$ cat src/rtl/st_frame_tx_pkg.sv
// Shared definitions for the st_frame_tx serial transmitter: FSM state
// encoding, parity mode constants and a safe counter-width helper.
package st_frame_tx_pkg;

    typedef enum logic [2:0] {
        S_IDLE  = 3'd0,
        S_START = 3'd1,
        S_DATA  = 3'd2,
        S_PAR   = 3'd3,
        S_STOP  = 3'd4
    } state_t;

    localparam int PAR_NONE = 0;
    localparam int PAR_EVEN = 1;
    localparam int PAR_ODD  = 2;

    // $clog2(1) is 0; never let a counter collapse to zero width
    function automatic int width_of(input int n);
        return (n > 1) ? $clog2(n) : 1;
    endfunction

endpackage

$ cat src/rtl/st_frame_tx_bit_timer.sv
// Bit-period timer: counts 0..BIT_CYC-1 while enabled and flags the last
// cycle of each serial bit. A restart forces the count back to 0.
module bit_timer
    import st_frame_tx_pkg::*;
#(
    parameter int BIT_CYC = 434
) (
    input  logic clk,
    input  logic rst_n,
    input  logic i_en,
    input  logic i_restart,
    output logic o_bit_end
);

    localparam int             CNT_W = width_of(BIT_CYC);
    localparam logic [CNT_W-1:0] LAST = CNT_W'(BIT_CYC - 1);

    logic [CNT_W-1:0] r_cnt;

    always_ff @(posedge clk or negedge rst_n) begin
        if (!rst_n) begin
            r_cnt <= '0;
        end else if (i_restart) begin
            r_cnt <= '0;
        end else if (i_en) begin
            r_cnt <= (r_cnt == LAST) ? '0 : r_cnt + 1'b1;
        end
    end

    assign o_bit_end = i_en && (r_cnt == LAST);

endmodule

$ cat src/rtl/st_frame_tx.sv
// Serial frame transmitter: on an accepted start strobe latches a word and
// sends start bit, data LSB first, optional parity bit and stop bit on txd.
module st_frame_tx
    import st_frame_tx_pkg::*;
#(
    parameter int DATA_W  = 8,
    parameter int BIT_CYC = 434,
    parameter int PARITY  = 0
) (
    input  logic              clk,
    input  logic              rst_n,
    input  logic              i_st,
    input  logic [DATA_W-1:0] i_din,
    output logic              o_txd,
    output logic              o_busy,
    output logic              o_done,
    output logic              o_ovr
);

    localparam int              IDX_W    = width_of(DATA_W);
    localparam logic [IDX_W-1:0] IDX_LAST = IDX_W'(DATA_W - 1);

    state_t            r_state;
    state_t            w_state_nxt;
    logic [DATA_W-1:0] r_shreg;
    logic [DATA_W-1:0] w_shreg_sh;
    logic [IDX_W-1:0]  r_idx;
    logic              r_par;
    logic              r_txd;
    logic              r_busy;
    logic              r_done;
    logic              r_ovr;
    logic              w_txd_nxt;
    logic              w_done_nxt;
    logic              w_ovr_nxt;
    logic              w_load;
    logic              w_shift;
    logic              w_idx_inc;
    logic              w_bit_end;
    logic              w_timer_en;

    assign w_timer_en = (r_state != S_IDLE);
    assign w_shreg_sh = r_shreg >> 1;

    bit_timer #(
        .BIT_CYC(BIT_CYC)
    ) u_bit_timer (
        .clk      (clk),
        .rst_n    (rst_n),
        .i_en     (w_timer_en),
        .i_restart(w_load),
        .o_bit_end(w_bit_end)
    );

    always_comb begin
        w_state_nxt = r_state;
        w_txd_nxt   = r_txd;
        w_load      = 1'b0;
        w_shift     = 1'b0;
        w_idx_inc   = 1'b0;
        w_done_nxt  = 1'b0;
        w_ovr_nxt   = 1'b0;
        case (r_state)
            S_IDLE: begin
                w_txd_nxt = 1'b1;
                if (i_st) begin
                    w_load      = 1'b1;
                    w_state_nxt = S_START;
                    w_txd_nxt   = 1'b0;
                end
            end
            S_START: begin
                w_ovr_nxt = i_st;
                if (w_bit_end) begin
                    w_state_nxt = S_DATA;
                    w_txd_nxt   = r_shreg[0];
                end
            end
            S_DATA: begin
                w_ovr_nxt = i_st;
                if (w_bit_end) begin
                    if (r_idx == IDX_LAST) begin
                        if (PARITY != PAR_NONE) begin
                            w_state_nxt = S_PAR;
                            w_txd_nxt   = r_par;
                        end else begin
                            w_state_nxt = S_STOP;
                            w_txd_nxt   = 1'b1;
                        end
                    end else begin
                        w_shift   = 1'b1;
                        w_idx_inc = 1'b1;
                        w_txd_nxt = w_shreg_sh[0];
                    end
                end
            end
            S_PAR: begin
                w_ovr_nxt = i_st;
                if (w_bit_end) begin
                    w_state_nxt = S_STOP;
                    w_txd_nxt   = 1'b1;
                end
            end
            S_STOP: begin
                // A strobe on the final stop cycle chains the next frame with no gap
                if (w_bit_end) begin
                    w_done_nxt = 1'b1;
                    if (i_st) begin
                        w_load      = 1'b1;
                        w_state_nxt = S_START;
                        w_txd_nxt   = 1'b0;
                    end else begin
                        w_state_nxt = S_IDLE;
                        w_txd_nxt   = 1'b1;
                    end
                end else begin
                    w_ovr_nxt = i_st;
                end
            end
            default: begin
                w_state_nxt = S_IDLE;
                w_txd_nxt   = 1'b1;
            end
        endcase
    end

    always_ff @(posedge clk or negedge rst_n) begin
        if (!rst_n) begin
            r_state <= S_IDLE;
            r_txd   <= 1'b1;
            r_busy  <= 1'b0;
            r_done  <= 1'b0;
            r_ovr   <= 1'b0;
        end else begin
            r_state <= w_state_nxt;
            r_txd   <= w_txd_nxt;
            r_busy  <= (w_state_nxt != S_IDLE);
            r_done  <= w_done_nxt;
            r_ovr   <= w_ovr_nxt;
        end
    end

    always_ff @(posedge clk or negedge rst_n) begin
        if (!rst_n) begin
            r_shreg <= '0;
            r_par   <= 1'b0;
            r_idx   <= '0;
        end else if (w_load) begin
            r_shreg <= i_din;
            r_par   <= (PARITY == PAR_ODD) ? ~^i_din : ^i_din;
            r_idx   <= '0;
        end else begin
            if (w_shift)   r_shreg <= w_shreg_sh;
            if (w_idx_inc) r_idx   <= r_idx + 1'b1;
        end
    end

    assign o_txd  = r_txd;
    assign o_busy = r_busy;
    assign o_done = r_done;
    assign o_ovr  = r_ovr;

endmodule

$ cat config.mk
export PLATFORM = sky130hd
export DESIGN_NAME = st_frame_tx
export DESIGN_NICKNAME = d
export VERILOG_FILES = /design/src/rtl/st_frame_tx_pkg.sv /design/src/rtl/st_frame_tx_bit_timer.sv /design/src/rtl/st_frame_tx.sv
export SDC_FILE = /design/constraint.sdc
export NUM_CORES = 1
export LEC_CHECK = 0
export BUFFER_PORTS_ARGS = -buffer_cell sky130_fd_sc_hd__buf_2
export CAP_MARGIN = 20
export CORE_UTILIZATION = 52
export CTS_CLUSTER_DIAMETER = 80
export CTS_CLUSTER_SIZE = 28
export DETAILED_ROUTE_END_ITERATION = 12
export HOLD_SLACK_MARGIN = 0.15
export PLACE_DENSITY = 0.78
export SETUP_SLACK_MARGIN = 0.05
export SLEW_MARGIN = 25
export SYNTH_ARGS = -nofsm -noshare
export SYNTH_HDL_FRONTEND = slang
export SYNTH_SLANG_ARGS = --single-unit
$ cat constraint.sdc
create_clock -name clk -period 1.95 [get_ports clk]
set_clock_uncertainty 0.05 [all_clocks]
set_input_delay 0.39 -clock clk [delete_from_list [all_inputs] [get_ports clk]]
set_output_delay 0.39 -clock clk [all_outputs]
set_load 0.01 [all_outputs]
### After elaboration in Yosys (flattened, before gate mapping)

Cells that the tools add are included.

| storage, ports and cells | value |
|---|---|
| register bits after elaboration | 27 |
| input bits | 11 |
| output and inout bits | 4 |
| word-level logic and storage cells | 60 |

| cells by class | value |
|---|---|
| add/subtract/negate cells | 2 |
| eq/ne operators | 10 |
| muxes and demuxes | 32 |
| reductions and logical operators | 8 |

Operator list:

| cell | count |
|---|---|
| 9-bit 2-to-1 mux | 3 |
| 3-bit 2-to-1 mux | 8 |
| 8-bit 2-to-1 mux | 2 |
| 1-bit 2-to-1 mux | 15 |
| 3-bit one-hot mux with 5 select lines | 1 |
| 9-bit by 1-bit adder with 9-bit output, second input constant | 1 |
| 9-bit == test, second input constant | 1 |
| 2-bit by 1-bit inequality test with 1-bit output, second input constant | 4 |
| 3-bit by 2-bit == test with 1-bit output, second input constant | 2 |
| 3-bit == test, second input constant | 2 |
| 3-bit nonzero test | 2 |
| 1-bit one-hot mux with 5 select lines | 1 |
| 1-bit one-hot mux with 2 select lines | 2 |
| 4-bit AND reduction | 1 |
| 2-bit nonzero test | 2 |
| 3-bit by 1-bit adder with 3-bit output, second input constant | 1 |
| 3-bit by 1-bit == test with 1-bit output, second input constant | 1 |
| 3-bit logical NOT | 1 |
| 3-bit OR reduction | 1 |
| 1-bit logical AND | 1 |

### Depth between registers and ports, before layout

Gate-level depths: netlist (run 1).

| depth | value |
|---|---|
| depth in word-level cells | 6 |
| mapped depth | 7 |
| depth with buffers taken out | 6 |

### Hierarchy

Synthesis (run 1) repeated with hierarchy kept, for this count alone.

| second synthesis, totals | value |
|---|---|
| cells, all modules | 157 |
| area, all modules | 1510.2 µm² |

By module, submodules not included:

| module | instances | cells an instance | area an instance (µm²) | sequential area each (µm²) |
|---|---|---|---|---|
| st_frame_tx | 1 | 105 | 977.2 | 451.7 |
| bit_timer | 1 | 52 | 533.0 | 225.2 |

### Worst setup path before layout (run 1)

Ideal clock, no wire load.

| timing | value |
|---|---|
| path kind | register to register |
| start point | register u_bit_timer.r_cnt[3] |
| end point | register r_shreg[0] |
| setup time | 125 ps |
| arrival time | 1712 ps |
| data required time | 1775 ps |
| slack | 63 ps |
| stages on the path, launching flop included | 5 |
| buffers on the path | 0 |
| clock period less this slack | 1887 ps |
| cell sequence | dfrtp_1 or4b_4 o21ai_4 nand3_4 mux2_4 |

| between the ends | value |
|---|---|
| cells in the longest elaborated chain, start to end | 5 |
| elaborated cells between the ends (all ways) | 8 |
| classes of those cells | eq/ne (1); mux (5); reduce/logical (2) |

RTL lines:

| element | RTL line | text |
|---|---|---|
| start, declared | st_frame_tx_bit_timer.sv:18 | `logic [CNT_W-1:0] r_cnt;` |
| start signal, assigned | st_frame_tx_bit_timer.sv:26 | `r_cnt <= (r_cnt == LAST) ? '0 : r_cnt + 1'b1;` |
| 9-bit == test (*) | st_frame_tx_bit_timer.sv:30 | `assign o_bit_end = i_en && (r_cnt == LAST);` |
| 1-bit logical AND (*) | st_frame_tx_bit_timer.sv:30 |  |
| 1-bit 2-to-1 mux (on tied branches) | st_frame_tx.sv:106, st_frame_tx.sv:81 |  |
| 1-bit one-hot mux with 2 select lines / 1-bit 2-to-1 mux (equally long branches) | st_frame_tx.sv:63 | `case (r_state)` |
| 8-bit 2-to-1 mux / 2-bit nonzero test (equally long branches) | -- |  |
| end signal, assigned | st_frame_tx.sv:149 | `r_shreg <= i_din;` |
| end signal, assigned | st_frame_tx.sv:153 | `if (w_shift) r_shreg <= w_shreg_sh;` |
| end, declared | st_frame_tx.sv:25 | `logic [DATA_W-1:0] r_shreg;` |

Every way passes the cells marked *; elsewhere a longest branch is shown, timed or not.
A chain may end at the register's enable or synchronous reset.

### Worst setup path after layout (run 1)

| timing | value |
|---|---|
| start point | register r_idx[1] |
| end point | register r_shreg[3] |

| between the ends | value |
|---|---|
| cells in the longest elaborated chain, start to end | 5 |

RTL lines:

| element | RTL line | text |
|---|---|---|
| start, declared | st_frame_tx.sv:27 | `logic [IDX_W-1:0] r_idx;` |
| start signal, assigned | st_frame_tx.sv:154 | `if (w_idx_inc) r_idx <= r_idx + 1'b1;` |
| 3-bit == test | st_frame_tx.sv:82 | `if (r_idx == IDX_LAST) begin` |
| 1-bit 2-to-1 mux | st_frame_tx.sv:82 |  |
| 1-bit 2-to-1 mux | st_frame_tx.sv:81 | `if (w_bit_end) begin` |
| 1-bit 2-to-1 mux | st_frame_tx.sv:63 |  |
| 2-bit nonzero test (no line) | -- |  |

Every way passes these cells.

==> results of run 1 <==
worst paths after layout:
kind	start	to	slack, ns	cells past startpoint
hold reg to reg	r_shreg[7]	r_shreg[7]	0.50	2
setup reg to reg	r_idx[1]	r_shreg[3]	0.04	7
min in group asynchronous	rst_n	u_bit_timer.r_cnt[4]	0.52	2
setup / recovery	r_idx[1]	r_shreg[3]	0.04	7
hold / removal	i_din[1]	r_shreg[1]	0.24	2
max in group asynchronous	rst_n	r_shreg[6]	0.95	2
state kept, by name (all words and copies together) (netlist names):
register / flops
o_done: 1
r_state: 3
o_txd: 1
r_idx: 3
u_bit_timer.r_cnt: 9
o_ovr: 1
o_busy: 1
r_shreg: 8
area by class of cell:
class	instances	area, um^2	area share (%)
repair buffers	36	241	13.6
inverters	3	11.3	0.634
clock buffers	4	26.3	1.48
multi-input cells	95	782	44.0
well taps	31	38.8	2.18
flip-flops and latches	27	677	38.1
what timing repair did:
| action | 4_1_cts | 5_1_grt |
|---|---|---|
| gates resized for setup | 2 | 10 |
| setup buffers | 3 | 3 |
| endpoints found under the setup margin | 7 | 8 |
| pin swaps | 0 | 6 |
| gates cloned | 0 | 1 |
| endpoints found under the hold margin | 26 | 0 |
| hold buffers | 1 | 0 |
critical path, cell delays in order, from the launching register on:
cell	delay [ns]
dfrtp_1	0.42
ha_2	0.20
ha_4	0.17
nor2_4	0.10
nand4_1	0.16
buf_4	0.20
mux2_2	0.26
mux2_4	0.25
through the flow:
step / cells / setup WS, ns / hold WS [ns] / utilization (%)
2_1_floorplan: 130 / 0.0634 / 0.0444 / -
3_3_place_gp: 184 / 0.0854 / 0.368 / 60.3
3_5_place_dp: 184 / 0.0176 / 0.374 / 60.3
4_1_cts: 192 / 0.0612 / 0.234 / 62.7
5_1_grt: 196 / 0.00136 / 0.227 / 65.0
6_report: 196 / 0.0388 / 0.235 / 65.0
cell usage after synthesis, types with 2 or more instances:
master	number
dfrtp_1	26
nor2_1	16
nand2_1	8
mux2_2	7
mux2_4	7
ha_1	4
nand4_1	4
o21ai_0	4
and3_1	3
inv_1	3
mux2i_1	3
nor3_1	3
xnor2_1	3
xor2_1	3
a21o_1	2
a32o_1	2
buf_4	2
buf_6	2
nor4b_1	2
o31ai_1	2
routing by layer:
metal	up-vias	wire length (um)
met3	7	113
li1	545	-
met2	23	1630
met5	-	0
met4	0	65
met1	539	1330
report_power, final:
| part | switching [mW] | leakage, nW | internal [mW] |
|---|---|---|---|
| Sequential | 0.000228 | 0.320 | 0.561 |
| Combinational | 0.0192 | 0.524 | 0.0109 |
| Clock | 0.161 | 0.0150 | 0.0804 |
cell families after synthesis:
kind of cell    after synthesis  share of synthesized area [%]
simple gates                 49                           19.1
flops                        27                           45.6
compound gates               19                           9.77
mux                          17                           14.4
buf+inv                       8                           4.21
xor+xnor                      6                           3.54
fa+ha+maj                     4                           3.37
==> impl_metrics.json, run 1 <==
{
  "post-dp-hpwl_um": 2120,
  "slew_headroom_pct": 61.0,
  "drt-total-wl_um": 3140,
  "cts_max_path_buffers": 2,
  "first_global_vias": 1118,
  "antenna_found_initial": 0,
  "rows": 19,
  "synthTopCellsByArea": "dfrtp_1 44%, mux2_4 7.1%, mux2_2 5.3%",
  "endpoint_kind": "register",
  "vdd_ir_drop_max_mv": 0.491,
  "power_mw": 0.833,
  "clock.fmax_ghz": 0.523,
  "coreArea_um2": 2730,
  "syn_nets": 145,
  "diodes": 0,
  "ant_nets": 0,
  "setup_viol": 0,
  "fp.dieW_um": 55.4,
  "path_class": "reg -> reg",
  "vias_per_cell": 5.68,
  "place_congestion": 0.803,
  "grt_first_pass_wirelength_um": 4960,
  "clkSinkCount": 27,
  "clk-insertion-delay-late_ns": 0.33,
  "drive_gt1_share_pct": 39.4,
  "area_growth_pct": 19.6,
  "postSynthCellCount": 130,
  "portBuffers": 14,
  "fillers": 205,
  "rsz0062_at_grt": "true",
  "tightest_slew_ns": 0.585,
  "final.period_utilization_pct": 98.0,
  "final_cell_mix": "26 x dfrtp_1, 20 x buf_4, 15 x nor2_1",
  "ys_types": 44,
  "wl_per_cell_um": 16.0,
  "vias": 1114,
  "netlist_area_um2": 1490,
  "p_per_area_nw_per_um2": 469,
  "yosysSeqAreaShare_pct": 45.6,
  "synth-edff-count": 0,
  "post-route-cell-area_um2": 1780,
  "outcome": "finished, final reports clean",
  "final_common_cell": "dfrtp_1",
  "place_area_um2": 1650,
  "die_area_um2": 3070,
  "htree_levels": 1,
  "ys.flop_type": "dfrtp_1",
  "drv_slew": 0,
  "ios": 15,
  "worstPathRequired_ns": 2.13,
  "hold_violations": 0,
  "clkTransAtPathRegs_ns": 0.13,
  "tns_ns": 0,
  "cts_tree": "yes",
  "cap_viol_max_count": 0,
  "arrival_ns": 2.09,
  "die_h_um": 55.4,
  "grt.total_usage_pct": 20.5,
  "nets": 181,
  "ys_warn_count": 0,
  "ys_seq_elements": 27,
  "numCtsBuffers": 3,
  "power_leakage_nw": 0.858,
  "grt.busiest_layer": "met2",
  "grt.overflow.total": 0,
  "clock_tree.root_cell": "clkbuf_4",
  "grt_util_met1_pct": 25.4,
  "min_period_ns": 1.91,
  "grt_max_degree": 28,
  "synth.avg_cell_area_um2": 11.4,
  "start_kind": "register",
  "crit_fanout": 4,
  "firstDrtPassIters": 4,
  "first_iter_violations": 13,
  "worstHoldPathType": "in -> reg",
  "synth_top_cell_area_share_pct": 43.8,
  "met3_usage_pct": 3.51,
  "use_met2_pct": 34.9,
  "synthArstFlopShare_pct": 100,
  "drc": 0,
  "initial_core_util_pct": 54.3,
  "yosysTopAreaCell": "dfrtp_1"
}
No activity file was read; power rests on OpenSTA's default activity.
==> run 2, diff against run 1 <==
--- a/config.mk
+++ b/config.mk
@@ -7,12 +7,14 @@
 export LEC_CHECK = 0
 export BUFFER_PORTS_ARGS = -buffer_cell sky130_fd_sc_hd__buf_2
 export CAP_MARGIN = 20
-export CORE_UTILIZATION = 52
+export CELL_PAD_IN_SITES_DETAIL_PLACEMENT = 0
+export CELL_PAD_IN_SITES_GLOBAL_PLACEMENT = 1
+export CORE_UTILIZATION = 42
 export CTS_CLUSTER_DIAMETER = 80
 export CTS_CLUSTER_SIZE = 28
 export DETAILED_ROUTE_END_ITERATION = 12
 export HOLD_SLACK_MARGIN = 0.15
-export PLACE_DENSITY = 0.78
+export PLACE_DENSITY = 0.79
 export SETUP_SLACK_MARGIN = 0.05
 export SLEW_MARGIN = 25
 export SYNTH_ARGS = -nofsm -noshare
==> run 2 against run 1 <==
Global-route usage is 2.8 points lower. Non-clock buffer count grew 2. Core utilization fell by 12 points. Sequential power barely moved. Largest cell class unchanged. Total power up 1.1%. Critical path type unchanged. Register-to-register slack improved by 0.05 ns. Clock power rose by 4%. Maximum frequency rose by 2.6%. Count of clock-buffer cells in the layout is the same.
==> impl_metrics.json, run 2 (same netlist as run 1, synthesis figures left out) <==
{
  "grt_first_pass_wirelength_um": 4740,
  "worstHoldPathType": "in -> reg",
  "clock_tree.root_cell": "clkbuf_4",
  "final.period_utilization_pct": 95.5,
  "clock.fmax_ghz": 0.537,
  "diodes": 0,
  "largestRegisters": "u_bit_timer.r_cnt (9), r_shreg (8)",
  "final_core_util_pct": 53.2,
  "grt.total_usage_pct": 17.7,
  "clk-insertion-delay-late_ns": 0.34,
  "htree_levels": 1,
  "final_cell_mix": "26 x dfrtp_1, 22 x buf_4, 14 x nor2_1, 14 x buf_2, 8 x nand2_1",
  "regMostFlops": "u_bit_timer.r_cnt",
  "rsz0062_at_grt": "true",
  "path_class": "reg -> reg",
  "start_kind": "register",
  "antenna_found_initial": 0,
  "cap_viol_max_count": 0,
  "post-dp-hpwl_um": 2130,
  "arrival_ns": 2.05,
  "initial_core_util_pct": 44.2,
  "slew_headroom_pct": 59.0,
  "p_per_area_nw_per_um2": 471,
  "cts_max_path_buffers": 2,
  "drt-total-wl_um": 2970,
  "cts_tree": "yes",
  "ant_nets": 0,
  "first_global_vias": 1066,
  "drv_slew": 0,
  "power_leakage_nw": 0.867,
  "vdd_ir_drop_max_mv": 0.347,
  "clkSinkCount": 27,
  "die_h_um": 61.5,
  "endpoint_kind": "register",
  "largest_reg_flops": 9,
  "fp.dieW_um": 61.5,
  "firstDrtPassIters": 4,
  "grt.overflow.total": 0,
  "ios": 15,
  "nets": 183,
  "die_area_um2": 3780,
  "outcome": "finished, final reports clean",
  "vias": 1109,
  "worstPathRequired_ns": 2.14,
  "first_iter_violations": 49,
  "drive_gt1_share_pct": 40.1,
  "tns_ns": 0,
  "coreArea_um2": 3360,
  "wl_per_cell_um": 13.9,
  "tightest_slew_ns": 0.614,
  "crit_fanout": 8,
  "drc": 0,
  "vias_per_cell": 5.21,
  "grt_max_degree": 28,
  "clkTransAtPathRegs_ns": 0.14,
  "setup_viol": 0,
  "min_period_ns": 1.86,
  "hold_violations": 0,
  "place_congestion": 0.757,
  "numCtsBuffers": 3,
  "area_growth_pct": 20.5,
  "rows": 21,
  "portBuffers": 14,
  "final_common_cell": "dfrtp_1"
}
run 2: layout make-up:
type	instances	area [um^2]
timing repair buffer	38	256
inverter	3	11.3
fill	335	1570
tap	46	57.6
clock buffer	4	26.3
multi-input combinational	95	761
sequential	27	677
run 2: per-stage QoR:
step	std cells	area, um^2	hold WS, ns	setup slack [ns]	power [mW]
global route	213	1790	0.215	0.0390	0.879
floorplan	130	1490	0.0444	0.0634	0.580
global placement	203	1700	0.384	0.0786	0.601
detailed placement	203	1700	0.390	0.0383	0.601
finish	213	1790	0.225	0.0877	0.842
CTS	210	1750	0.221	0.0500	0.853
run 2: worst max-delay path: stages (launching register included):
cell and delay (ns):
dfrtp_1 0.43, or4b_4 0.58, o21ai_4 0.18, nand3_4 0.19, mux2_4 0.34
run 2: path summary, 6_finish.rpt:
kind | startpoint | end | slack (ns) | cells after the start
worst max-delay path | u_bit_timer.r_cnt[2] | r_shreg[3] | 0.09 | 4
worst min-delay path | i_din[4] | r_shreg[4] | 0.22 | 2
worst max register to register | u_bit_timer.r_cnt[2] | r_shreg[3] | 0.09 | 4
worst min register to register | r_idx[1] | r_idx[1] | 0.51 | 2
max in group asynchronous | rst_n | u_bit_timer.r_cnt[8] | 0.92 | 2
min in group asynchronous | rst_n | u_bit_timer.r_cnt[1] | 0.52 | 2
run 2: what timing repair did:
action | 4_1_cts | 5_1_grt
hold endpoints to repair | 26 | 0
setup buffers | 2 | 3
gates resized for setup | 1 | 6
pin swaps | 0 | 6
endpoints found under the setup margin | 7 | 9
hold buffers | 1 | 0
run 2: where the power goes:
| part | internal (mW) | total [mW] | switching (mW) |
|---|---|---|---|
| Clock | 0.0806 | 0.251 | 0.170 |
| Combinational | 0.0108 | 0.0298 | 0.0190 |
| Sequential | 0.561 | 0.561 | 0.000207 |
run 2: per-layer routing:
| metal | track usage (%) | vias up | share of wire, % |
|---|---|---|---|
| met1 | 23.0 | 548 | 47 |
| met5 | 0 | - | 0 |
| met3 | 1.89 | 5 | 2.0 |
| met2 | 29.5 | 13 | 49 |
| li1 | - | 543 | - |
| met4 | 8.57 | 0 | 1.7 |
